[config.mk]
export PLATFORM = sky130hd
export DESIGN_NAME = reg_file_param
export DESIGN_NICKNAME = d
export VERILOG_FILES = /design/src/rtl/reg_file_pkg.sv /design/src/rtl/reg_file_clear_fsm.sv /design/src/rtl/reg_file_param.sv
export SDC_FILE = /design/constraint.sdc
export NUM_CORES = 1
export LEC_CHECK = 0
export ABC_AREA = 0
export CAP_MARGIN = 40
export CORE_MARGIN = 5
export CORE_UTILIZATION = 50
export CTS_CLUSTER_DIAMETER = 200
export DETAILED_ROUTE_END_ITERATION = 8
export PLACE_DENSITY_LB_ADDON = 0.3
export SYNTH_ARGS = -nofsm -noshare
export SYNTH_HDL_FRONTEND = slang
export SYNTH_HIERARCHICAL = 1
export SYNTH_SLANG_ARGS = --single-unit
[constraint.sdc]
create_clock -name CLK -period 2.6 [get_ports CLK]
set_input_delay 0.26 -clock CLK [delete_from_list [all_inputs] [get_ports CLK]]
set_output_delay 0.26 -clock CLK [all_outputs]
set_load 0.005 [all_outputs]
[src/rtl/reg_file_pkg.sv]
// Shared types and defaults for the parametrised register file and its wipe sequencer.
package reg_file_pkg;
    localparam int DEF_DATA_WIDTH = 8;
    localparam int DEF_ADDR_WIDTH = 3;
    localparam int ZERO_ADDR      = 0;

    typedef enum logic {
        IDLE  = 1'b0,
        SWEEP = 1'b1
    } sweep_state_t;
endpackage

[src/rtl/reg_file_clear_fsm.sv]
// Wipe sequencer: walks every array entry once, one per cycle, after a CLEAR request.
// Latency: busy rises the cycle after clear; werr is a one-cycle pulse after a refused write.
// Backpressure: none; writes arriving while busy are dropped and flagged on werr.
module reg_file_clear_fsm
    import reg_file_pkg::*;
#(
    parameter int ADDR_WIDTH = DEF_ADDR_WIDTH
) (
    input  logic                  clk,
    input  logic                  reset,
    input  logic                  clear,
    input  logic                  write,
    output logic                  busy,
    output logic                  werr,
    output logic                  clr_en,
    output logic [ADDR_WIDTH-1:0] clr_addr
);
    localparam logic [ADDR_WIDTH-1:0] LAST_ADDR = '1;

    sweep_state_t          state, state_nxt;
    logic [ADDR_WIDTH-1:0] cnt, cnt_nxt;

    always_ff @(posedge clk) begin
        if (reset) begin
            state <= IDLE;
            cnt   <= '0;
            werr  <= 1'b0;
        end else begin
            state <= state_nxt;
            cnt   <= cnt_nxt;
            werr  <= write && busy;
        end
    end

    always_comb begin
        state_nxt = state;
        cnt_nxt   = cnt;
        case (state)
            IDLE: begin
                if (clear) begin
                    state_nxt = SWEEP;
                    cnt_nxt   = '0;
                end
            end
            SWEEP: begin
                // Leaving on the last entry keeps the counter wrap from starting a second pass.
                cnt_nxt = cnt + 1'b1;
                if (cnt == LAST_ADDR) begin
                    state_nxt = IDLE;
                end
            end
            default: state_nxt = IDLE;
        endcase
    end

    assign busy     = (state == SWEEP);
    assign clr_en   = busy;
    assign clr_addr = cnt;
endmodule

[src/rtl/reg_file_param.sv]
// Register file: two registered read ports, one write port, optional bypass and zero register.
// Latency: 1 cycle on reads. Writes are refused while a wipe is running (BUSY), flagged on WERR.
module reg_file_param
    import reg_file_pkg::*;
#(
    parameter int DATA_WIDTH = DEF_DATA_WIDTH,
    parameter int ADDR_WIDTH = DEF_ADDR_WIDTH,
    parameter int BYPASS     = 1,
    parameter int ZERO_REG   = 0
) (
    input  logic                  CLK,
    input  logic                  RESET,
    input  logic [DATA_WIDTH-1:0] IN,
    input  logic [ADDR_WIDTH-1:0] INADDRESS,
    input  logic                  WRITE,
    input  logic [ADDR_WIDTH-1:0] OUT1ADDRESS,
    input  logic [ADDR_WIDTH-1:0] OUT2ADDRESS,
    output logic [DATA_WIDTH-1:0] OUT1,
    output logic [DATA_WIDTH-1:0] OUT2,
    input  logic                  CLEAR,
    output logic                  BUSY,
    output logic                  WERR
);
    localparam int DEPTH = 2 ** ADDR_WIDTH;
    localparam logic [ADDR_WIDTH-1:0] ZA = ADDR_WIDTH'(ZERO_ADDR);

    logic [DATA_WIDTH-1:0] regs [DEPTH];
    logic                  clr_en;
    logic [ADDR_WIDTH-1:0] clr_addr;
    logic                  wr_acc;
    logic [DATA_WIDTH-1:0] rd1, rd2;

    reg_file_clear_fsm #(.ADDR_WIDTH(ADDR_WIDTH)) u_clear_fsm (
        .clk      (CLK),
        .reset    (RESET),
        .clear    (CLEAR),
        .write    (WRITE),
        .busy     (BUSY),
        .werr     (WERR),
        .clr_en   (clr_en),
        .clr_addr (clr_addr)
    );

    // Writes to the hardwired zero register vanish without raising WERR.
    assign wr_acc = WRITE && !BUSY && !((ZERO_REG != 0) && (INADDRESS == ZA));

    function automatic logic [DATA_WIDTH-1:0] read_mux(
        input logic [ADDR_WIDTH-1:0] a,
        input logic                  acc,
        input logic [ADDR_WIDTH-1:0] wa,
        input logic [DATA_WIDTH-1:0] wd,
        input logic [DATA_WIDTH-1:0] stored
    );
        if ((ZERO_REG != 0) && (a == ZA)) return '0;
        if ((BYPASS != 0) && acc && (a == wa)) return wd;
        return stored;
    endfunction

    always_comb begin
        rd1 = read_mux(OUT1ADDRESS, wr_acc, INADDRESS, IN, regs[OUT1ADDRESS]);
        rd2 = read_mux(OUT2ADDRESS, wr_acc, INADDRESS, IN, regs[OUT2ADDRESS]);
    end

    always_ff @(posedge CLK) begin
        if (RESET) begin
            for (int i = 0; i < DEPTH; i++) regs[i] <= '0;
            OUT1 <= '0;
            OUT2 <= '0;
        end else begin
            // Sweep and accepted writes are mutually exclusive: writes only land while idle.
            if (clr_en) regs[clr_addr] <= '0;
            if (wr_acc) regs[INADDRESS] <= IN;
            OUT1 <= rd1;
            OUT2 <= rd2;
        end
    end
endmodule

==> reports/summary.txt <==
Setup violations, final = 0
Count of final hold-check violations = 0
Final instance area = 0.00512 mm²
First-pass GRT wire length = 16300 µm
Top cells by instance count after synthesis = and2_1 (64), edfxtp_1 (64), mux4_2 (32), dfxtp_1 (21), nor2_1 (19)
PnR worst setup slack = 0.701 ns
Power density over the cells = 548 mW/mm²
Final Slew Violations = 0
Synth warnings = 6
Total CTS buffers = 9
Post-synthesis xor/xnor area fraction = 1.18%
CTS Buffer Depth = 2
Number of synthesized flops with an enable pin = 64
Slew @ Worst Pin = 0.542 ns
Total track usage = 19.5%
Tightest Hold Check Type = input pin to register
Synth cell types = 32
Mean Syn Cell Area = 14.8 µm²
CP max FO = 17
Cts repair resizes = 0
Compound-cell area share of the yosys netlist = 6.74%
Gate Count Post-Synth = 300
H-tree depth = 3
Post-Route WL = 10000 µm
Pleak = 1.86 nW
Synth top area cells = edfxtp_1 (43%), mux4_2 (16%), dfxtp_1 (9.4%), and2_1 (9.0%), a211oi_2 (4.5%)
Post-DP Area = 0.00495 mm²
Post-synth top flop = edfxtp_1
Synth Area in Simple Gates = 16.0%
Ys async rst share = 0%
DR vias/cell = 5.87
Slew Limit Headroom = 63.8%
Worst-skew pair later-pin latency = 0.36 ns
WL per Instance = 21.9 µm
Hold WS = 0.530 ns
Max incr delay on CP = 0.48 ns
Via count = 2696
Routability cong. = 0.776
Slowest cell on crit path = dfxtp_1
CTS tree = yes
Dpl hpwl = 6990 µm
Clock share of power = 29.9%
TritonCTS Sinks = 85
Pin count of the biggest net entering global routing = 25
Drc violations = 0
Synth top area share = 43.2%
Die height = 104 µm
NumNets Final = 369
Proportion of synthesized area in mux cells = 19.8%
Die area = 0.0109 mm²
Initial Utilization = 51.1%
Global route total overflow = 0
Core area = 0.00872 mm²
Setup_tns = 0 ns
Worst setup SP type = register
Largest family of logic cells by synthesized area = multiplexers
Post-DRT Antenna Nets = 0
Combinational share of power = 14.1%
Max cap viols = 0
Clk slew on worst S/H paths = 0.08 ns
Initial antenna violation count = 0
Setup bufs post-CTS = 0
Worst path cell trace = nor3b_4 > nand2_2 > nor3_4 > a311o_1
Crit path capture type = register
Flops & latches, synth = 85
Worst Skew = 0.0163 ns
Row Count = 34
Util after Layout = 58.7%
Die W = 104 µm
Synth-to-layout area growth = 15.0%
Int Power = 2.10 mW
Detailed router's first-iteration violation count = 153
Root Driver = clkbuf_8
Pre-CTS setup slack = 0.351 ns
Adder-cell share of the synthesized area = 0.562%
Status = finished clean
Fin crit share = 73.0%
Net Switching = 0.702 mW
Reg power frac = 55.9%
Switching share of power = 25.0%
Syn Std Cell Area = 0.00445 mm²
Register area share after synthesis = 52.6%
Peak VDD IR = 324 µV
CP Data Arrival Time = 1.90 ns
Worst EP required = 2.60 ns
Category of the most critical setup path = register to register
# IOs = 39
Fraction of layout cells with a size suffix above 1 = 25.9%
Max Fclk = 527 MHz
Minimum clock period = 1.90 ns
RSZ-0062 raised after global routing = no
Vias in the first global route = 2937
DRT Pass-1 Iters = 4
# diodes = 0
Synth area leader = edfxtp_1
Hold_buf cts = 0
Synth Net Count = 323
Port Buffers = 38
## final timing paths
path	depth (start not counted)	endpoint	start	slack, ns
max	4	regs[1][6]$_SDFFCE_PN0P_	u_clear_fsm/busy$_SDFF_PP0_	0.70
min	3	u_clear_fsm/werr$_SDFF_PP0_	WRITE	0.53
max reg2reg	4	regs[1][6]$_SDFFCE_PN0P_	u_clear_fsm/busy$_SDFF_PP0_	0.70
min reg2reg	2	u_clear_fsm/clr_addr[1]$_SDFFE_PP0P_	u_clear_fsm/clr_addr[1]$_SDFFE_PP0P_	0.66
## metal layers
| metal | global-route usage (%) | wire, µm | vias up |
|---|---|---|---|
| met5 | 0 | 0 | - |
| met4 | 6.11 | 190 | 0 |
| met3 | 3.48 | 438 | 18 |
| met2 | 34.5 | 5280 | 89 |
| met1 | 24.1 | 4130 | 1349 |
| li1 | - | - | 1240 |
## registers in the layout, summed over array words and instances (netlist names)
name / cells
u_clear_fsm/clr_addr: 3
u_clear_fsm/busy: 1
u_clear_fsm/werr: 1
regs: 64
OUT2: 8
OUT1: 8
## power by group through the flow
stage | sequential [mW] | clock (mW) | combinational (mW)
after global routing | 1.58 | 0.899 | 0.426
after detailed placement | 1.60 | 0 | 0.399
after global placement | 1.59 | 0 | 0.395
final | 1.57 | 0.840 | 0.396
after floorplan | 1.59 | 0 | 0.248
after CTS | 1.57 | 0.850 | 0.401
## placed cells by master (no fill, tap or decap), types with 2 or more instances in the layout
master and n:
xnor2_1 6, mux4_2 32, and2_1 64, buf_4 16, a211oi_2 16, nand4_4 2
clkdlybuf4s50_1 38, dfxtp_1 21, a311o_1 4, a211o_1 3, or2b_1 2, clkbuf_8 10
nand2b_1 3, nor2_2 3, nor2b_1 3, ha_1 2, nor2_1 19, a21oi_1 4
nand2_1 5, nor3_2 3, mux2i_1 16, clkinv_2 4, edfxtp_1 64, or3b_1 3
## final cells by class
type	count	area, µm²
Sequential cell	85	2340
Tap cell	108	135
Clock inverter	5	27.5
Timing Repair Buffer	54	500
Clock buffer	11	141
Fill cell	691	3600
Multi-Input combinational cell	196	1970
## per-stage QoR
step	instances	total power, mW
floorplan	300	1.84
global placement	443	1.99
detailed placement	443	2.00
CTS	459	2.82
global route	459	2.90
finish	459	2.81
## kinds of logic after synthesis
logic type      Yosys count
simple gates            111
xor+xnor                  6
mux                      48
fa+ha+maj                 2
compound gates           29
flops                    85
buf+inv                  19
## worst max-delay path, delay by kind of cell, from the launching register on
kind | cells | cell delay, ns
DFF | 1 | 0.48
AOI/OAI and AO/OA | 1 | 0.44
and+or+nand+nor | 3 | 0.63
Power figures use the tool's default switching activity.
